===== src/rtl/prog_load_pkg.sv =====
// Shared types and constants for the program loader / run sequencer.
package prog_load_pkg;

  localparam int unsigned DEPTH_DEF      = 24;
  localparam logic [15:0] WDOG_LIMIT_DEF = 16'd4000;

  typedef enum logic [2:0] {
    ST_IDLE  = 3'd0,
    ST_LOAD  = 3'd1,
    ST_CSUM  = 3'd2,
    ST_READY = 3'd3,
    ST_CLR   = 3'd4,
    ST_RUN   = 3'd5,
    ST_DONE  = 3'd6,
    ST_ERR   = 3'd7
  } state_e;

  localparam logic [1:0] ERR_NONE    = 2'd0;
  localparam logic [1:0] ERR_LEN     = 2'd1;
  localparam logic [1:0] ERR_CSUM    = 2'd2;
  localparam logic [1:0] ERR_TIMEOUT = 2'd3;

endpackage


===== src/rtl/prog_load_sched_frame_rx.sv =====
// Byte deframer datapath: length check, payload write strobes, XOR checksum.
// The phase (IDLE/LOAD/CSUM) is owned by the top FSM and passed in.
module frame_rx
  import prog_load_pkg::*;
#(
  parameter int ADDR_W = 5,
  parameter int DATA_W = 8,
  parameter int DEPTH  = DEPTH_DEF
) (
  input  logic              clk,
  input  logic              rst_n,
  input  state_e            state_i,
  input  logic              byte_acc_i,
  input  logic [DATA_W-1:0] byte_i,
  output logic              mem_we_o,
  output logic [ADDR_W-1:0] mem_addr_o,
  output logic [DATA_W-1:0] mem_wdata_o,
  output logic              len_ok_o,
  output logic              len_err_o,
  output logic              pay_last_o,
  output logic              csum_ok_o,
  output logic              csum_err_o
);

  logic [ADDR_W-1:0] len_q, len_d;
  logic [ADDR_W-1:0] idx_q, idx_d;
  logic [DATA_W-1:0] xor_q, xor_d;
  logic              len_legal_s;
  logic              in_idle_s, in_load_s, in_csum_s;

  assign in_idle_s   = (state_i == ST_IDLE);
  assign in_load_s   = (state_i == ST_LOAD);
  assign in_csum_s   = (state_i == ST_CSUM);
  assign len_legal_s = (byte_i != {DATA_W{1'b0}}) && (byte_i <= DATA_W'(DEPTH));

  // Decode per-byte events; payload bytes are written in the cycle they are accepted.
  always_comb begin
    len_ok_o    = in_idle_s & byte_acc_i & len_legal_s;
    len_err_o   = in_idle_s & byte_acc_i & ~len_legal_s;
    mem_we_o    = in_load_s & byte_acc_i;
    pay_last_o  = in_load_s & byte_acc_i & ((idx_q + ADDR_W'(1)) == len_q);
    csum_ok_o   = in_csum_s & byte_acc_i & (byte_i == xor_q);
    csum_err_o  = in_csum_s & byte_acc_i & (byte_i != xor_q);
    mem_addr_o  = idx_q;
    mem_wdata_o = byte_i;
  end

  // Next-state for length, write index and running XOR.
  always_comb begin
    len_d = len_q;
    idx_d = idx_q;
    xor_d = xor_q;
    if (len_ok_o) begin
      len_d = byte_i[ADDR_W-1:0];  // legal lengths fit in ADDR_W bits
      idx_d = {ADDR_W{1'b0}};
      xor_d = {DATA_W{1'b0}};
    end else if (mem_we_o) begin
      idx_d = idx_q + ADDR_W'(1);
      xor_d = xor_q ^ byte_i;
    end else begin
      idx_d = idx_q;
    end
  end

  // Deframer registers.
  always_ff @(posedge clk or negedge rst_n) begin
    if (!rst_n) begin
      len_q <= {ADDR_W{1'b0}};
      idx_q <= {ADDR_W{1'b0}};
      xor_q <= {DATA_W{1'b0}};
    end else begin
      len_q <= len_d;
      idx_q <= idx_d;
      xor_q <= xor_d;
    end
  end

endmodule


===== src/rtl/prog_load_sched.sv =====
// Program loader, run sequencer and instruction-memory port arbiter for the
// accumulator core. The loader owns the port outside RUN; the core owns it in RUN.
module prog_load_sched
  import prog_load_pkg::*;
#(
  parameter int ADDR_W = 5,
  parameter int DEPTH  = DEPTH_DEF,
  parameter int DATA_W = 8,
  parameter int CNT_W  = 16,
  parameter logic [CNT_W-1:0] WDOG_LIMIT = CNT_W'(WDOG_LIMIT_DEF)
) (
  input  logic              clk,
  input  logic              rst_n,
  input  logic              in_valid,
  input  logic [DATA_W-1:0] in_data,
  output logic              in_ready,
  input  logic              start,
  input  logic              abort,
  input  logic              core_fetch_req,
  input  logic [ADDR_W-1:0] core_fetch_addr,
  output logic              core_fetch_gnt,
  input  logic              core_halted,
  output logic              core_clr,
  output logic              core_run_en,
  output logic [ADDR_W-1:0] mem_addr,
  output logic [DATA_W-1:0] mem_wdata,
  output logic              mem_we,
  output logic              mem_re,
  output logic [2:0]        state_o,
  output logic [1:0]        err_code,
  output logic [CNT_W-1:0]  cycle_count,
  output logic              done
);

  state_e            state_q, state_d;
  logic [1:0]        err_q, err_d;
  logic [CNT_W-1:0]  cnt_q, cnt_d;
  logic              byte_acc_s;
  logic              rx_we_s, len_ok_s, len_err_s, pay_last_s, csum_ok_s, csum_err_s;
  logic [ADDR_W-1:0] rx_addr_s;
  logic [DATA_W-1:0] rx_wdata_s;

  // abort drops any byte offered in the same cycle
  assign byte_acc_s = in_valid & in_ready & ~abort;

  frame_rx #(
    .ADDR_W (ADDR_W),
    .DATA_W (DATA_W),
    .DEPTH  (DEPTH)
  ) u_frame_rx (
    .clk         (clk),
    .rst_n       (rst_n),
    .state_i     (state_q),
    .byte_acc_i  (byte_acc_s),
    .byte_i      (in_data),
    .mem_we_o    (rx_we_s),
    .mem_addr_o  (rx_addr_s),
    .mem_wdata_o (rx_wdata_s),
    .len_ok_o    (len_ok_s),
    .len_err_o   (len_err_s),
    .pay_last_o  (pay_last_s),
    .csum_ok_o   (csum_ok_s),
    .csum_err_o  (csum_err_s)
  );

  // Next state, error code and run-cycle counter.
  always_comb begin
    state_d = state_q;
    err_d   = err_q;
    cnt_d   = cnt_q;
    if (abort) begin
      state_d = ST_IDLE;
      err_d   = ERR_NONE;
    end else begin
      case (state_q)
        ST_IDLE: begin
          if (len_err_s) begin
            state_d = ST_ERR;
            err_d   = ERR_LEN;
          end else if (len_ok_s) begin
            state_d = ST_LOAD;
          end else begin
            state_d = ST_IDLE;
          end
        end
        ST_LOAD: begin
          if (pay_last_s) state_d = ST_CSUM;
          else            state_d = ST_LOAD;
        end
        ST_CSUM: begin
          if (csum_ok_s) begin
            state_d = ST_READY;
          end else if (csum_err_s) begin
            state_d = ST_ERR;
            err_d   = ERR_CSUM;
          end else begin
            state_d = ST_CSUM;
          end
        end
        ST_READY: begin
          if (start) state_d = ST_CLR;
          else       state_d = ST_READY;
        end
        ST_CLR: begin
          cnt_d   = {CNT_W{1'b0}};
          state_d = ST_RUN;
        end
        ST_RUN: begin
          if (cnt_q != {CNT_W{1'b1}}) cnt_d = cnt_q + CNT_W'(1);
          else                        cnt_d = cnt_q;
          // a halt seen on the watchdog's last cycle still counts as a clean finish
          if (core_halted) begin
            state_d = ST_DONE;
          end else if (cnt_q == (WDOG_LIMIT - CNT_W'(1))) begin
            state_d = ST_ERR;
            err_d   = ERR_TIMEOUT;
          end else begin
            state_d = ST_RUN;
          end
        end
        ST_DONE: begin
          if (start) state_d = ST_CLR;
          else       state_d = ST_DONE;
        end
        ST_ERR: begin
          state_d = ST_ERR;
        end
        default: begin
          state_d = ST_IDLE;
          err_d   = ERR_NONE;
        end
      endcase
    end
  end

  // State, error and counter registers.
  always_ff @(posedge clk or negedge rst_n) begin
    if (!rst_n) begin
      state_q <= ST_IDLE;
      err_q   <= ERR_NONE;
      cnt_q   <= {CNT_W{1'b0}};
    end else begin
      state_q <= state_d;
      err_q   <= err_d;
      cnt_q   <= cnt_d;
    end
  end

  // Output decode and memory-port mux: core owns the port only in RUN.
  always_comb begin
    in_ready       = (state_q == ST_IDLE) || (state_q == ST_LOAD) || (state_q == ST_CSUM);
    core_clr       = (state_q == ST_CLR);
    core_run_en    = (state_q == ST_RUN);
    done           = (state_q == ST_DONE);
    core_fetch_gnt = 1'b0;
    mem_re         = 1'b0;
    mem_we         = rx_we_s;
    mem_addr       = rx_addr_s;
    mem_wdata      = rx_wdata_s;
    if (state_q == ST_RUN) begin
      core_fetch_gnt = core_fetch_req;
      mem_re         = core_fetch_req;
      mem_addr       = core_fetch_addr;
    end else begin
      core_fetch_gnt = 1'b0;
    end
  end

  assign state_o     = state_q;
  assign err_code    = err_q;
  assign cycle_count = cnt_q;

endmodule


===== config.mk =====
export PLATFORM = sky130hd
export DESIGN_NAME = prog_load_sched
export DESIGN_NICKNAME = d
export VERILOG_FILES = /design/src/rtl/prog_load_pkg.sv /design/src/rtl/prog_load_sched_frame_rx.sv /design/src/rtl/prog_load_sched.sv
export SDC_FILE = /design/constraint.sdc
export NUM_CORES = 1
export LEC_CHECK = 0
export ABC_CLOCK_PERIOD_IN_PS = 3300
export BUFFER_PORTS_ARGS = -buffer_cell sky130_fd_sc_hd__buf_2
export CAP_MARGIN = 20
export CORE_AREA = 5 5 80 82
export CTS_CLUSTER_SIZE = 28
export DETAILED_ROUTE_END_ITERATION = 8
export DIE_AREA = 0 0 85 87
export GPL_TIMING_DRIVEN = 1
export MAX_ROUTING_LAYER = met4
export PLACE_DENSITY = 0.67
export REMOVE_ABC_BUFFERS = 1
export SLEW_MARGIN = 10
export SYNTH_ARGS = -nofsm -noshare
export SYNTH_HDL_FRONTEND = slang
export SYNTH_SLANG_ARGS = --single-unit

===== constraint.sdc =====
create_clock -name clk -period 3.3 [get_ports clk]
set_input_delay 0.66 -clock clk [delete_from_list [all_inputs] [get_ports clk]]
set_output_delay 0.66 -clock clk [all_outputs]
set_load 0.005 [all_outputs]

# Word-level counts from Yosys, hierarchy flattened
# Index checks and enable logic that the tools add are counted.
[word_totals] word_cells=76 inputBits=20 output_inout_bits=41 register_bits=39
[op_classes] reduce_logical=10 muxes=26 n_eq_ne=18 bitwise=13 n_lt_le_gt_ge=1 addsub=2
[op_table] op="$pmux 16 s2" count=1
[op_table] op="$pmux 3 s8" count=1
[op_table] op="$mux 2" count=10
[op_table] op="$add 16x1->16 const B" count=1
[op_table] op="$eq 16x12->1 const B" count=1
[op_table] op="$mux 16" count=1
[op_table] op="$mux 8" count=2
[op_table] op="$ne 16x16->1 const B" count=1
[op_table] op="$mux 3" count=5
[op_table] op="$mux 5" count=3
[op_table] op="$eq 3x3->1 const B" count=4
[op_table] op="$ne 3x3->1 const B" count=4
[op_table] op="$and 1x1->1" count=10
[op_table] op="$eq 8x8->1" count=1
[op_table] op="$le 8x5->1 const B" count=1
[op_table] op="$ne 8x8->1" count=1
[op_table] op="$reduce_bool 8->1" count=1
[op_table] op="$xor 8x8->8" count=1
[op_table] op="$eq 3x2->1 const B" count=2
[op_table] op="$pmux 2 s3" count=1
[op_table] op="$reduce_and 6->1" count=1
[op_table] op="$add 5x1->5 const B" count=1
[op_table] op="$eq 5x5->1" count=1
[op_table] op="$reduce_bool 2->1" count=2
[op_table] op="other kinds (10)" count=13

# Depth between registers and ports, before layout
# Gate-level depths: netlist of run 1.
[depth] ltp_word=11 mapped_depth=7 ltp_nobuf=6

# Modules after synthesis
# A second synthesis of run 1 with hierarchy kept.
[unflattened] cells_unflattened=287 area_unflattened_um2=2472.4
[by_module_without_submodules] module="prog_load_sched" seq_area_each_um2=525.5 n_inst=1 cells_per_inst=173 area_each_um2=1343.8
[by_module_without_submodules] module="frame_rx" seq_area_each_um2=450.4 n_inst=1 cells_per_inst=114 area_each_um2=1128.6

# Worst setup path before layout of run 1
# Ideal clock, no wire load.
[synth_path] path_type="reg2reg" startpoint="register cnt_q[6] (netlist: cycle_count[6])" endpoint="register err_q[0] (netlist: err_code[0])" period_less_slack_ps=2168 path_stages_with_launch=6 setup_slack_ps=1132 setup_time_ps=71 required_time_ps=3229 t_arrival_ps=2097 n_path_buf=0 cell_sequence="dfrtp_1 -> or4_1 -> or4_4 -> o2bb2ai_2 -> or4b_1 -> nand4_1"
[synth_via] elab_chain_len=3
[synth_lines] element="from (decl)" line="prog_load_sched.sv:37" rtl="logic [CNT_W-1:0] cnt_q, cnt_d;"
[synth_lines] element="from (signal assigned)" line="prog_load_sched.sv:141" rtl="cnt_q <= {CNT_W{1'b0}};"
[synth_lines] element="from (signal assigned)" line="prog_load_sched.sv:145" rtl="cnt_q <= cnt_d;"
[synth_lines] element="$eq 16x12->1" line="prog_load_sched.sv:114" rtl="end else if (cnt_q == (WDOG_LIMIT - CNT_W'(1))) begin"
[synth_lines] element="$ne 3x2->1 (no line)"
[synth_lines] element="$reduce_and 6->1 (no line)"
[synth_lines] element="to (signal assigned)" line="prog_load_sched.sv:144" rtl="err_q <= err_d;"
[synth_lines] element="to (decl)" line="prog_load_sched.sv:36" rtl="logic [1:0] err_q, err_d;"
# No other way between the ends.
# A chain may end at the register's enable or synchronous reset.

# Final worst setup path of run 1
[layout_path] startpoint="register state_q[1] (netlist: state_o[1])" endpoint="output core_fetch_gnt"
[layout_via] elab_chain_len=2
[layout_lines] element="from (decl)" line="prog_load_sched.sv:35" rtl="state_e state_q, state_d;"
[layout_lines] element="from (signal assigned)" line="prog_load_sched.sv:143" rtl="state_q <= state_d;"
[layout_lines] element="$eq 3x3->1" line="prog_load_sched.sv:160" rtl="if (state_q == ST_RUN) begin"
[layout_lines] element="$mux 1" line="prog_load_sched.sv:160"
[layout_lines] element="to (decl)" line="prog_load_sched.sv:21" rtl="output logic core_fetch_gnt,"
# No other way between the ends.

==> flow_results.org, run 1 <==
** Synthesis
- During synthesis, Yosys emitted a total of 0 warnings.
- FFs w/ async S/R, synth :: 100%
- Syn Std Cell Area :: 0.00240 mm²
- Synthesis instantiated 51 different standard cells from the library.
- Sequential element share of the synthesized area :: 40.6%
- Synth Instances :: 278
- Averaged over all synthesized cells, the footprint is 8.65 µm².
- Count of flip-flops with a built-in enable after synthesis :: 0
- In the synthesized netlist the dominant register cell turns out to be sky130_fd_sc_hd__dfrtp_1.
- Number of flip-flops and latches in the synthesized netlist :: 39

** Pwr
- IR Drop Worst-Case VDD :: 246 µV
- Cell Pwr Density :: 634 mW/mm²
- Standby leakage power :: 1.34 nW

** STA
- Worst Tran Pin Value :: 0.858 ns
- Minimum period implied by the final worst setup slack :: 2.65 ns
- Max frequency :: 377 MHz
- Setup repair after global routing left no endpoint under its margin.
- Tightest hold margin :: 0.471 ns
- Final hold violation count :: 0
- The worst path uses 80.3% of the clock period.
- Final setup skew :: 0.0108 ns
- Count of final max-slew check failures :: 0
- Max-Slew Margin vs Limit :: 42.8%
- Endpoints failing setup :: 0
- Setup total negative slack on the finished layout was measured at 0 ns.

** CTS
- TritonCTS built the clock tree.
- CTS H-tree lvls :: 2
- In this run, CTS created clock tree buffers numbering 5.
- Clock sink count :: 39
- Post-CTS repair timing setup buffer count :: 0
- The number of gates resized after CTS was 0.
- Cts-stage hold buffer count :: 0
- Clock-pin slew was measured on the worst setup and hold paths at 0.08 ns.
- The clock passes through at most 2 buffers.
- At the later pin of the worst-skew pair, clock insertion delay measures 0.29 ns.
- Clock tree synthesis selected as its root buffer the cell sky130_fd_sc_hd__clkbuf_8.

** Setup path
- Worst R2R Start :: cycle_count[0]
- By startpoint and endpoint, the worst setup path is classified as reg -> out.
- The largest individual stage delay along the critical path comes from the cell sky130_fd_sc_hd__dfrtp_1.
- The endpoint identified for the worst register-to-register timing path is cycle_count[9].
- Worst-case register-to-register setup slack :: 0.90 ns
- The number of buffers and inverters on the critical path is 3.
- STA classifies the critical path startpoint as a flip-flop.
- List of cells traversed by the critical path :: nand3b_1 > buf_4 > clkinv_1 > and2_1 > buf_2
- Along the worst path, the maximum fanout reaches 20.
- Crit path required time :: 2.64 ns
- Worst setup path end :: core_fetch_gnt
- Worst Setup End Kind :: output port
- Data arrives at the worst endpoint at 1.99 ns.
- Delay contributed by the slowest stage of the critical path :: 0.58 ns
- Reg2reg path depth :: 7
- In this run the worst setup path begins at state_o[1].
- The kind of cell with the highest combined delay along the critical path is buffers and inverters.
- Cell count along the critical path :: 5

** Finish
- Fill cells in the final layout number 565.
- In the final layout, the multi-input gates occupy 0.00130 mm².
- Number of nets in the final layout :: 353
- Seq. cell area :: 976 µm²
- The post-route netlist has 22.6% of its cells at a drive strength greater than 1.
- After routing the design area is 0.00281 mm².
- Area growth from synthesis to final layout :: 17.0%
- 0 antenna diodes ended up in the layout.

** GRT
- The first global-routing pass estimated 9.88 mm of wire.
- Via count of the first global-routing pass :: 2109
- Number of antenna violations at the first check in global routing :: 0
- Summed over all layers, the global routing overflow is 0.
- Entering global routing, the biggest net connects 40 pins.
- Tot GR Track Use :: 16.9%

** Drt
- For this block, the initial DRC count from the detailed router was 156.
- For this run, design rule violations remaining after detail routing come to 0.
- Number of search-and-repair iterations in the first detailed-routing pass :: 4
- The routed design has 5.83 mm of wire.
- Routed length per instance :: 14.3 µm
- Once detail routing completed, the nets flagged for antenna violations numbered 0.
- In the routed layout, each cell is associated on average with a via count of 5.30.
- Summing over every cut layer, the via total after detailed routing is 2158.

** Placement
- After detailed placement, the total cell area comes to 0.00273 mm².
- The HPWL after detailed placement is 4.37 mm.
- Port Buffer Count :: 60
- Placer's final routability congestion estimate :: 0.869

** Run
- Max-cap violation count :: 0

** Min path
- The tightest min-delay check is of the in -> async type.

** Floorplanning
- Effective utilization at floorplan :: 42.4%
- Total Die Area :: 0.00740 mm²
- The floorplan has 28 rows.
- The floorplan step set the die height to 87 µm.
- Width of the chip :: 85 µm
- Number of ports placed on the die boundary :: 61
- Core box area :: 0.00568 mm²

** Status
- Outcome :: finished clean
-- final cells by class --
| cell class | instances | area share [%] |
|---|---|---|
| clock buffers | 6 | 2.58 |
| clock inverters | 2 | 0.445 |
| inverters | 5 | 0.667 |
| multi-input cells | 215 | 46.3 |
| flip-flops and latches | 39 | 34.7 |
| well taps | 75 | 3.33 |
| repair buffers | 65 | 12.0 |
-- Yosys cell counts (3+ instances only) --
| library cell | count | share of area (%) |
|---|---|---|
| sky130_fd_sc_hd__a21oi_1 | 10 | 2.1 |
| sky130_fd_sc_hd__a31oi_1 | 8 | 2.1 |
| sky130_fd_sc_hd__and2_1 | 4 | 1.0 |
| sky130_fd_sc_hd__and3_1 | 3 | 0.78 |
| sky130_fd_sc_hd__buf_4 | 9 | 2.8 |
| sky130_fd_sc_hd__clkbuf_1 | 8 | 1.2 |
| sky130_fd_sc_hd__dfrtp_1 | 39 | 41 |
| sky130_fd_sc_hd__inv_1 | 4 | 0.62 |
| sky130_fd_sc_hd__mux2_1 | 5 | 2.3 |
| sky130_fd_sc_hd__nand2_1 | 35 | 5.5 |
| sky130_fd_sc_hd__nand3_1 | 9 | 1.9 |
| sky130_fd_sc_hd__nand3b_1 | 4 | 1.2 |
| sky130_fd_sc_hd__nand4_1 | 6 | 1.6 |
| sky130_fd_sc_hd__nor2_1 | 31 | 4.8 |
| sky130_fd_sc_hd__nor3_1 | 7 | 1.5 |
| sky130_fd_sc_hd__nor4_1 | 4 | 1.0 |
| sky130_fd_sc_hd__o21ai_0 | 8 | 1.7 |
| sky130_fd_sc_hd__o21ai_1 | 17 | 3.5 |
| sky130_fd_sc_hd__o31ai_1 | 3 | 0.94 |
| sky130_fd_sc_hd__xnor2_1 | 7 | 2.5 |
| sky130_fd_sc_hd__xor2_1 | 19 | 6.9 |
-- per-layer routing --
metal / up-vias / global-route usage [%] / part of all wire (%)
met3: 5 / 3.50 / 6.7
li1: 1078 / - / -
met5: - / - / 0
met1: 1011 / 21.9 / 44
met2: 64 / 27.6 / 48
met4: 0 / 3.45 / 0.55
-- report_power, final --
| part | internal, mW | total [mW] | switching (mW) |
|---|---|---|---|
| clock network | 0.148 | 0.318 | 0.170 |
| registers | 0.605 | 0.770 | 0.165 |
| logic | 0.332 | 0.696 | 0.364 |
| total | 1.09 | 1.78 | 0.699 |
-- worst min-delay path by stage --
stage	startpoint	endpoint	slack, ns	depth (start not counted)
after floorplan	rst_n	cycle_count[0]	0.36	0
after global placement	cycle_count[15]	cycle_count[15]	0.51	1
after detailed placement	u_frame_rx.len_q[3]	u_frame_rx.len_q[3]	0.50	1
after CTS	rst_n	err_code[1]	0.51	1
after global routing	rst_n	err_code[1]	0.54	1
final	rst_n	err_code[1]	0.47	1
-- cell families after synthesis --
| logic type | synth area share [%] |
|---|---|
| AO/OA/AOI/OAI | 14.7 |
| XOR/XNOR | 9.47 |
| adder cells (fa/ha/maj) | 1.04 |
| buffers and inverters | 5.25 |
| flip-flops | 40.6 |
| multiplexers | 3.17 |
| AND/OR/NAND/NOR | 25.8 |
-- layout by cell type (no fill, tap or decap), types with 2 or more instances in the layout --
cell type / n
sky130_fd_sc_hd__nand2b_1: 2
sky130_fd_sc_hd__ha_1: 2
sky130_fd_sc_hd__or3_1: 2
sky130_fd_sc_hd__or4_1: 2
sky130_fd_sc_hd__or3b_1: 2
sky130_fd_sc_hd__nand3b_1: 4
sky130_fd_sc_hd__o21ai_0: 8
sky130_fd_sc_hd__and2_1: 4
sky130_fd_sc_hd__xnor2_1: 7
sky130_fd_sc_hd__a21oi_1: 10
sky130_fd_sc_hd__o21ai_1: 17
sky130_fd_sc_hd__clkbuf_8: 5
sky130_fd_sc_hd__dfrtp_1: 39
sky130_fd_sc_hd__nand2_1: 35
sky130_fd_sc_hd__nor4_1: 4
sky130_fd_sc_hd__xor2_1: 19
sky130_fd_sc_hd__inv_1: 4
sky130_fd_sc_hd__nor2_1: 31
sky130_fd_sc_hd__or4b_1: 2
sky130_fd_sc_hd__nor3_1: 7
sky130_fd_sc_hd__and3_1: 3
sky130_fd_sc_hd__buf_4: 5
sky130_fd_sc_hd__nand3_1: 9
sky130_fd_sc_hd__mux2i_1: 2
sky130_fd_sc_hd__buf_2: 60
sky130_fd_sc_hd__a31oi_1: 8
sky130_fd_sc_hd__o31ai_1: 3
sky130_fd_sc_hd__mux2_1: 5
sky130_fd_sc_hd__nand4_1: 6
-- registers in the layout, indices dropped and copies added, names as in the netlist --
signal,cells
u_frame_rx.mem_addr_o,5
state_o,3
cycle_count,16
u_frame_rx.xor_q,8
err_code,2
u_frame_rx.len_q,5
-- per-stage QoR --
step	utilization [%]	instances	power [mW]	setup slack, ns
2_1_floorplan	-	259	1.21	1.04
3_3_place_gp	48.1	399	1.46	0.913
3_5_place_dp	48.1	399	1.48	0.873
4_1_cts	49.6	407	1.81	0.630
5_1_grt	49.6	407	1.95	0.449
6_report	49.6	407	1.78	0.650
Power figures use the tool's default switching activity.
==> run 2: changes to the inputs <==
- ABC_AREA: unset -> 1
- ABC_CLOCK_PERIOD_IN_PS: 3300 -> 2730
- CORE_AREA: 5 5 80 82 -> 5 5 83 85
- DIE_AREA: 0 0 85 87 -> 0 0 88 90
- clock period: 3.3 -> 2.73 ns (I/O delays scaled with it)
==> flow_results.org, run 2 <==
** Status
- Outcome :: finished clean (unchanged)

** Synthesis
- Count leader, synth :: sky130_fd_sc_hd__nand2_1 (was sky130_fd_sc_hd__dfrtp_1)
- The number of synthesized register bits came to 39 (unchanged).
- The share of synthesized area occupied by flip-flops and latches came to 36.8% (was 40.6%).
- Commonest cells post-synth :: sky130_fd_sc_hd__nand2_1 (131), sky130_fd_sc_hd__inv_1 (50), sky130_fd_sc_hd__nor2_1 (43), sky130_fd_sc_hd__dfrtp_1 (39), sky130_fd_sc_hd__nand3_1 (19) (was sky130_fd_sc_hd__dfrtp_1 (39), sky130_fd_sc_hd__nand2_1 (35), sky130_fd_sc_hd__nor2_1 (31), sky130_fd_sc_hd__xor2_1 (19), sky130_fd_sc_hd__o21ai_1 (17))
- Post-synth top area share :: 36.8% (was 40.6%)
- The mean instance size in the synthesized netlist is 6.76 µm² (was 8.65 µm²).
- The count of unique library cells instantiated by Yosys came to 35 (was 51).
- Leading area contributor after synthesis :: sky130_fd_sc_hd__dfrtp_1 (unchanged)
- The count of warnings emitted by yosys is 0 (unchanged).
- The gate count of the mapped netlist was 392 (was 278).
- The summed instance area of the synthesized netlist was 0.00265 mm² (was 0.00240 mm²).
- The dominant synthesized flop cell was sky130_fd_sc_hd__dfrtp_1 (unchanged).
- The fraction of registers with async set or reset after synthesis is 100% (unchanged).
- The number of enable-type register cells in the synthesized netlist is 0 (unchanged).
- Cell types occupying the most area after synthesis: sky130_fd_sc_hd__dfrtp_1 (37%), sky130_fd_sc_hd__nand2_1 (19%), sky130_fd_sc_hd__inv_1 (7.1%) (was sky130_fd_sc_hd__dfrtp_1 (41%), sky130_fd_sc_hd__xor2_1 (6.9%), sky130_fd_sc_hd__nand2_1 (5.5%)).

** Floorplanning
- Total Die Area :: 0.00792 mm² (was 0.00740 mm²)
- Row count :: 29 (was 28)
- Effective utilization at floorplan :: 43.2% (was 42.4%)
- The horizontal die dimension came to 88 µm (was 85 µm).
- The total core area was 0.00613 mm² (was 0.00568 mm²).
- Number of ports placed on the die boundary :: 61 (unchanged)
- The chip height came to 90 µm (was 87 µm).

** Drt
- Post-Route WL :: 6.18 mm (was 5.83 mm)
- Count of routing violations after the opening detailed-route iteration :: 90 (was 156)
- Number of search-and-repair iterations in the first detailed-routing pass :: 4 (unchanged)
- Vias per cell :: 4.89 (was 5.30)
- The total via count in the routed design came to 2551 (was 2158).
- Count of unresolved DRC violations after routing :: 0 (unchanged)
- Routed length per instance :: 11.8 µm (was 14.3 µm)
- The post-route antenna net violation count came to 0 (unchanged).

** CTS
- CTS H-tree lvls :: 2 (unchanged)
- Post-CTS repair timing setup buffer count :: 0 (unchanged)
- Clock sink count :: 39 (unchanged)
- The source-to-sink clock delay at the later pin of the worst-skew pair came to 0.29 ns (about the same).
- Clk pin slew, worst setup/hold paths :: 0.08 ns (about the same)
- The hold buffer count at CTS was 0 (unchanged).
- Clock tree from TritonCTS :: yes (unchanged)
- The number of clock buffers inserted by TritonCTS was 5 (unchanged).
- Library cell used as clock root buffer :: sky130_fd_sc_hd__clkbuf_8 (unchanged)
- The number of buffers on the longest clock path came to 2 (unchanged).
- The total of cells resized after clock tree synthesis was 0 (unchanged).

** Setup path
- Reg2reg path depth :: 8 (was 7)
- RR Endpoint :: cycle_count[9] (unchanged)
- Crit path required time :: 2.18 ns (was 2.64 ns)
- Data arrival time of the critical path :: 1.67 ns (was 1.99 ns)
- The capturing element of the worst setup path is mem_addr[0] (was core_fetch_gnt).
- Crit path from :: state_o[0] (was state_o[1])
- Worst Setup End Kind :: output port (unchanged)
- The biggest fanout along the worst timing path was 19 (was 20).
- The reg-to-reg critical path startpoint is state_o[1] (was cycle_count[0]).
- Critical setup path kind :: reg -> out (unchanged)
- The type of element launching the critical path is a flip-flop (unchanged).
- Worst-case register-to-register setup slack :: 0.75 ns (was 0.90 ns)

** STA
- The worst setup slack after layout is 0.511 ns (was 0.650 ns).
- Max frequency :: 451 MHz
- Final worst path period share :: 81.3%
- The number of max-slew violations in the final report came to 0 (unchanged).
- The clock period could shrink to 2.22 ns.
- The headroom to the max-slew limit was 39.5% (was 42.8%).
- RSZ-0062 raised after global routing: no (unchanged).
- The transition time at the pin with the least slew margin is 0.907 ns (was 0.858 ns).
- The worst clock skew came to 0.00518 ns (was 0.0108 ns).
- Setup Total Neg Slack :: 0 ns (unchanged)
- The number of hold violations in the final report is 0 (unchanged).
- The setup violation total in the final timing report is 0 (unchanged).

** Placement
- The post-DP HPWL was 4.59 mm (was 4.37 mm).
- Placer's final routability congestion estimate :: 0.831 (was 0.869)
- The placement-stage worst setup slack came to 0.701 ns (was 0.873 ns).
- Port Buffer Count :: 60 (unchanged)

** Pwr
- The leakage power figure was 1.74 nW (was 1.34 nW).
- Combinational Power Share :: 41.7% (was 39.0%)
- The portion of total power attributed to the clock network was 19.1% (was 17.8%).
- The maximum VDD drop came to 415 µV (was 246 µV).
- The power spent charging and discharging nets is 0.944 mW (was 0.699 mW).
- Power consumption :: 2.28 mW (was 1.78 mW)
- Sequential Power Share :: 39.2% (was 43.2%)
- Cell Pwr Density :: 751 mW/mm² (was 634 mW/mm²)
- The internal power component is 1.34 mW (was 1.09 mW).
- The net switching fraction of the power was 41.4% (was 39.2%).

** GRT
- The number of global-route vias before repair was 2435 (was 2109).
- First-pass GRT wire length :: 10.7 mm (was 9.88 mm)
- The sum of overflow across all layers after global routing came to 0 (unchanged).
- The maximum number of pins on one net before global-route repair is 40 (unchanged).
- The global routing usage summed across all routing layers was 16.9% (about the same).
- Number of antenna violations at the first check in global routing :: 0 (unchanged)

** Finish
- The flip-flop count of the largest register, all copies and words added was 16 (unchanged).
- Area growth from synthesis to final layout :: 14.6% (was 17.0%)
- The area used by multi-input combinational logic was 0.00132 mm² (was 0.00130 mm²).
- The count of fill cells added during filler insertion came to 626 (was 565).
- Leading cell type in the layout, fill and taps excluded :: sky130_fd_sc_hd__nand2_1 (was sky130_fd_sc_hd__buf_2)
- Commonest cells after routing, fill and taps aside :: sky130_fd_sc_hd__nand2_1 (131), sky130_fd_sc_hd__buf_2 (60), sky130_fd_sc_hd__inv_1 (50), sky130_fd_sc_hd__nor2_1 (43), sky130_fd_sc_hd__dfrtp_1 (39) (was sky130_fd_sc_hd__buf_2 (60), sky130_fd_sc_hd__dfrtp_1 (39), sky130_fd_sc_hd__nand2_1 (35), sky130_fd_sc_hd__nor2_1 (31), sky130_fd_sc_hd__xor2_1 (19))
- The area taken by flip-flops and latches is 976 µm² (unchanged).
- The number of inserted diodes came to 0 (unchanged).
- The final net count came to 466 (was 353).
- The ratio of cells with drive above 1 in the final layout is 20.2% (was 22.6%).

** Run
- The reported max-cap violation count is 0 (unchanged).

** Min path
- Hold WC Path Type :: in -> async (unchanged)
-- run 2: worst min-delay path by stage --
| stage | start | endpoint | slack [ns] |
|---|---|---|---|
| final | rst_n | cycle_count[9] | 0.38 |
| after global routing | rst_n | cycle_count[10] | 0.46 |
| after CTS | rst_n | cycle_count[9] | 0.42 |
| after detailed placement | err_code[0] | err_code[0] | 0.46 |
| after global placement | err_code[0] | err_code[0] | 0.45 |
| after floorplan | rst_n | cycle_count[0] | 0.25 |
-- run 2: area by class of cell --
cell class / instances / area share, %
multi-input cells: 275 / 43.4
repair buffers: 60 / 9.89
well taps: 77 / 3.17
clock buffers: 8 / 3.30
flip-flops and latches: 39 / 32.2
inverters: 63 / 8.04
-- run 2: cell families after synthesis --
logic type / Yosys count / share of synthesized area (%)
simple gates: 219 / 35.3
fa+ha+maj: 2 / 0.945
flops: 39 / 36.8
compound gates: 38 / 8.27
xor+xnor: 16 / 5.29
buf+inv: 78 / 13.4
-- run 2: through the flow --
stage               util [%]  instance area (µm²)  hold slack, ns  cells
global route            49.5                 3040           0.456    522
floorplan                  -                 2540           0.250    377
CTS                     49.5                 3040           0.419    522
finish                  49.5                 3040           0.378    522
global placement        47.9                 2940           0.453    514
detailed placement      47.9                 2940           0.460    514
-- run 2: layer usage --
layer  wire length, µm  vias up  GRT usage [%]  share of wire, %
met1              2760     1171           21.2                45
met4                38        0           4.09              0.62
met2              2990       71           28.2                48
met3               384        6           2.83               6.2
li1                  -     1303              -                 -
met5                 0        -              -                 0
-- run 2: power groups by stage --
stage                     registers, mW  clock network [mW]  logic, mW
after CTS                         0.894               0.444      0.960
final                             0.893               0.436      0.951
after detailed placement          0.905                   0      0.956
after global routing              0.924               0.474       1.11
after floorplan                   0.882                   0      0.674
after global placement            0.902                   0      0.938
-- run 2: critical path: stages (launching register included) --
cell                       delay, ns
sky130_fd_sc_hd__dfrtp_1        0.44
sky130_fd_sc_hd__inv_2          0.10
sky130_fd_sc_hd__nor2_4         0.04
sky130_fd_sc_hd__nand2_4        0.20
sky130_fd_sc_hd__clkinv_4       0.20
sky130_fd_sc_hd__o21ai_0        0.24
sky130_fd_sc_hd__buf_2          0.16
==> run 3: changes to the inputs <==
- ABC_CLOCK_PERIOD_IN_PS: 2730 -> 2000
- PLACE_DENSITY: 0.67 -> 0.7
- clock period: 2.73 -> 2 ns (I/O delays scaled with it)
==> flow_results.org, run 3 (synthesized netlist as in run 2, its figures left out) <==
** Drt
- The post-route antenna net violation count was 0 (unchanged).
- The routed length on met3 came to 410 µm (was 384 µm).
- Count of unresolved DRC violations after routing :: 0 (unchanged)
- Top Metal Used :: met4 (unchanged)
- The length of routed met2 wiring was 2.94 mm (was 2.99 mm).
- M1 WL :: 2.82 mm (was 2.76 mm)
- Vias per cell :: 4.82 (was 4.89)
- The per-cell routed wire length was 11.8 µm (about the same).
- Post-Route WL :: 6.23 mm (was 6.18 mm)
- Via total after detailed routing :: 2548 (was 2551)
- Count of routing violations after the opening detailed-route iteration :: 76 (was 90)
- The number of search-and-repair iterations in the first detailed-routing pass came to 4 (unchanged).

** Finish
- Seq. cell area :: 976 µm² (unchanged)
- Commonest cells after routing, fill and taps aside: sky130_fd_sc_hd__nand2_1 (131), sky130_fd_sc_hd__buf_2 (60), sky130_fd_sc_hd__inv_1 (50), sky130_fd_sc_hd__nor2_1 (43), sky130_fd_sc_hd__dfrtp_1 (39) (unchanged).
- Final std cell area, no fill :: 0.00307 mm² (was 0.00304 mm²)
- Number of nets in the final layout :: 473 (was 466)
- Final core utilization :: 50.1% (was 49.5%)
- The ratio of cells with drive above 1 in the final layout was 21.2% (was 20.2%).
- Area growth from synthesis to final layout :: 15.9% (was 14.6%)
- The count of fill cells added during filler insertion is 650 (was 626).
- The commonest non-fill, non-tap cell in the layout is sky130_fd_sc_hd__nand2_1 (unchanged).
- Number of diodes added for antenna fixing :: 0 (unchanged)
- The area used by multi-input combinational logic came to 0.00132 mm² (unchanged).
- The flip-flop count of the largest register, all copies and words added is 16 (unchanged).

** GRT
- The number of global-route vias before repair came to 2455 (was 2435).
- The initial antenna violation count is 0 (unchanged).
- Remaining Overflow, GRT :: 0 (unchanged)
- Pin count of the biggest net entering global routing :: 21 (was 40)
- First-pass GRT wire length :: 10.9 mm (was 10.7 mm)
- Tot GR Track Use :: 17.2% (was 16.9%)

** Setup path
- Worst Setup Start Kind :: flip-flop (unchanged)
- The cell count of the worst reg-to-reg path came to 9 (was 8).
- Data arrival time of the critical path :: 1.45 ns (was 1.67 ns)
- The nature of the critical path endpoint is an output port (unchanged).
- Largest fanout of any net on the critical path :: 16 (was 19)
- The classification of the worst setup path is reg -> out (unchanged).
- The data required time at the worst endpoint is 1.60 ns (was 2.18 ns).
- The worst reg-to-reg setup slack was 0.18 ns (was 0.75 ns).

** Run
- Max-cap violation count :: 0 (unchanged)

** STA
- Max-Slew Margin vs Limit :: 70.8% (was 39.5%)
- Final setup skew :: 0.00607 ns (was 0.00518 ns)
- Endpoints failing setup :: 0 (unchanged)
- The worst setup slack after layout was 0.150 ns (was 0.511 ns).
- After layout, the worst path uses 92.5% of the clock period.
- Minimum period implied by the final worst setup slack :: 1.85 ns
- RSZ-0062 raised after global routing: no (unchanged).
- Final hold violation count :: 0 (unchanged)
- Static timing analysis puts the maximum clock frequency at 541 MHz.
- The transition time at the pin with the least slew margin is 0.439 ns (was 0.907 ns).
- The post-route setup TNS was 0 ns (unchanged).
- Count of final max-slew check failures :: 0 (unchanged)

** CTS
- Worst-case clock buffer depth :: 2 (unchanged)
- Library cell used as clock root buffer :: sky130_fd_sc_hd__clkbuf_8 (unchanged)
- The clock-pin slew of the registers on the worst-case setup and hold paths is 0.08 ns (about the same).
- The hold buffer count at CTS was 0 (unchanged).
- Worst-skew pair later-pin latency :: 0.29 ns (about the same)
- Post-CTS repair timing setup buffer count :: 0 (unchanged)
- The CTS tree is yes (unchanged).
- Clock sink count :: 39 (unchanged)
- The number of clock buffers inserted by TritonCTS came to 5 (unchanged).
- CTS H-tree lvls :: 2 (unchanged)
- Number of cells upsized or downsized after cts :: 0 (unchanged)

** Floorplanning
- The horizontal die dimension was 88 µm (unchanged).
- Die Y-Extent :: 90 µm (unchanged)
- Row count :: 29 (unchanged)
- The total core area is 0.00613 mm² (unchanged).
- Number of ports placed on the die boundary :: 61 (unchanged)
- Effective utilization at floorplan :: 43.2% (unchanged)
- Total Die Area :: 0.00792 mm² (unchanged)

** Min path
- Hold WC Path Type :: in -> async (unchanged)

** Pwr
- The total design power is 3.05 mW (was 2.28 mW).
- IR Drop Worst-Case VDD :: 547 µV (was 415 µV)
- Cell Pwr Density :: 994 mW/mm² (was 751 mW/mm²)
- Standby leakage power :: 1.76 nW (was 1.74 nW)

** Status
- Outcome :: finished clean (unchanged)

** Placement
- The post-DP HPWL was 4.81 mm (was 4.59 mm).
- Worst slack, placed :: 0.188 ns (was 0.701 ns)
- Post-Place Cell Area :: 0.00299 mm² (was 0.00294 mm²)
- The routability congestion estimate from global placement is 0.857 (was 0.831).
- The number of buffers added on ports is 60 (unchanged).
run 3: cell types whose count changed in the layout (fill, tap and decap cells not counted):
cell                       delta
sky130_fd_sc_hd__buf_4        +7
sky130_fd_sc_hd__clkbuf_1     +1
sky130_fd_sc_hd__clkbuf_8     -2
sky130_fd_sc_hd__clkinv_2     +1
run 3: path summary, 6_finish.rpt:
path,from,end
hold reg to reg,err_code[0],err_code[0]
hold / removal,rst_n,cycle_count[7]
setup / recovery,state_o[0],mem_addr[1]
min in group clk,in_data[0],u_frame_rx.len_q[0]
max in group asynchronous,rst_n,u_frame_rx.len_q[3]
setup reg to reg,cycle_count[0],cycle_count[15]
run 3: worst max-delay path, stage by stage, from the launching register on:
cell and delay (ns):
sky130_fd_sc_hd__dfrtp_1 0.46, sky130_fd_sc_hd__inv_2 0.08, sky130_fd_sc_hd__nor2_4 0.11, sky130_fd_sc_hd__nand2_4 0.07
sky130_fd_sc_hd__buf_4 0.20, sky130_fd_sc_hd__nand2_1 0.08, sky130_fd_sc_hd__nand2_1 0.05, sky130_fd_sc_hd__buf_2 0.12
run 3: final cells by class:
cell class                      instances  share of cell area [%]
Multi-Input combinational cell        275                    43.0
Tap cell                               77                    3.14
Timing Repair Buffer                   67                    11.5
Clock inverter                          1                   0.163
Clock buffer                            7                    2.49
Inverter                               63                    7.95
Sequential cell                        39                    31.8
run 3: layer usage:
metal  GRT usage (%)  vias to the layer above
met1            21.5                     1158
met5               -                        -
met4            4.22                        0
met2            27.8                       64
li1                -                     1319
met3            3.93                        7
run 3: metrics by stage:
stage                     instances  hold slack [ns]
after detailed placement        521            0.374
after floorplan                 377            0.104
after global placement          521            0.360
final                           529           0.0440
after CTS                       529           0.0537
after global routing            529           0.0741
run 3: where the power goes:
group	internal [mW]	total [mW]	switching (mW)
clock	0.245	0.514	0.269
sequential	1.01	1.22	0.215
combinational	0.527	1.32	0.789
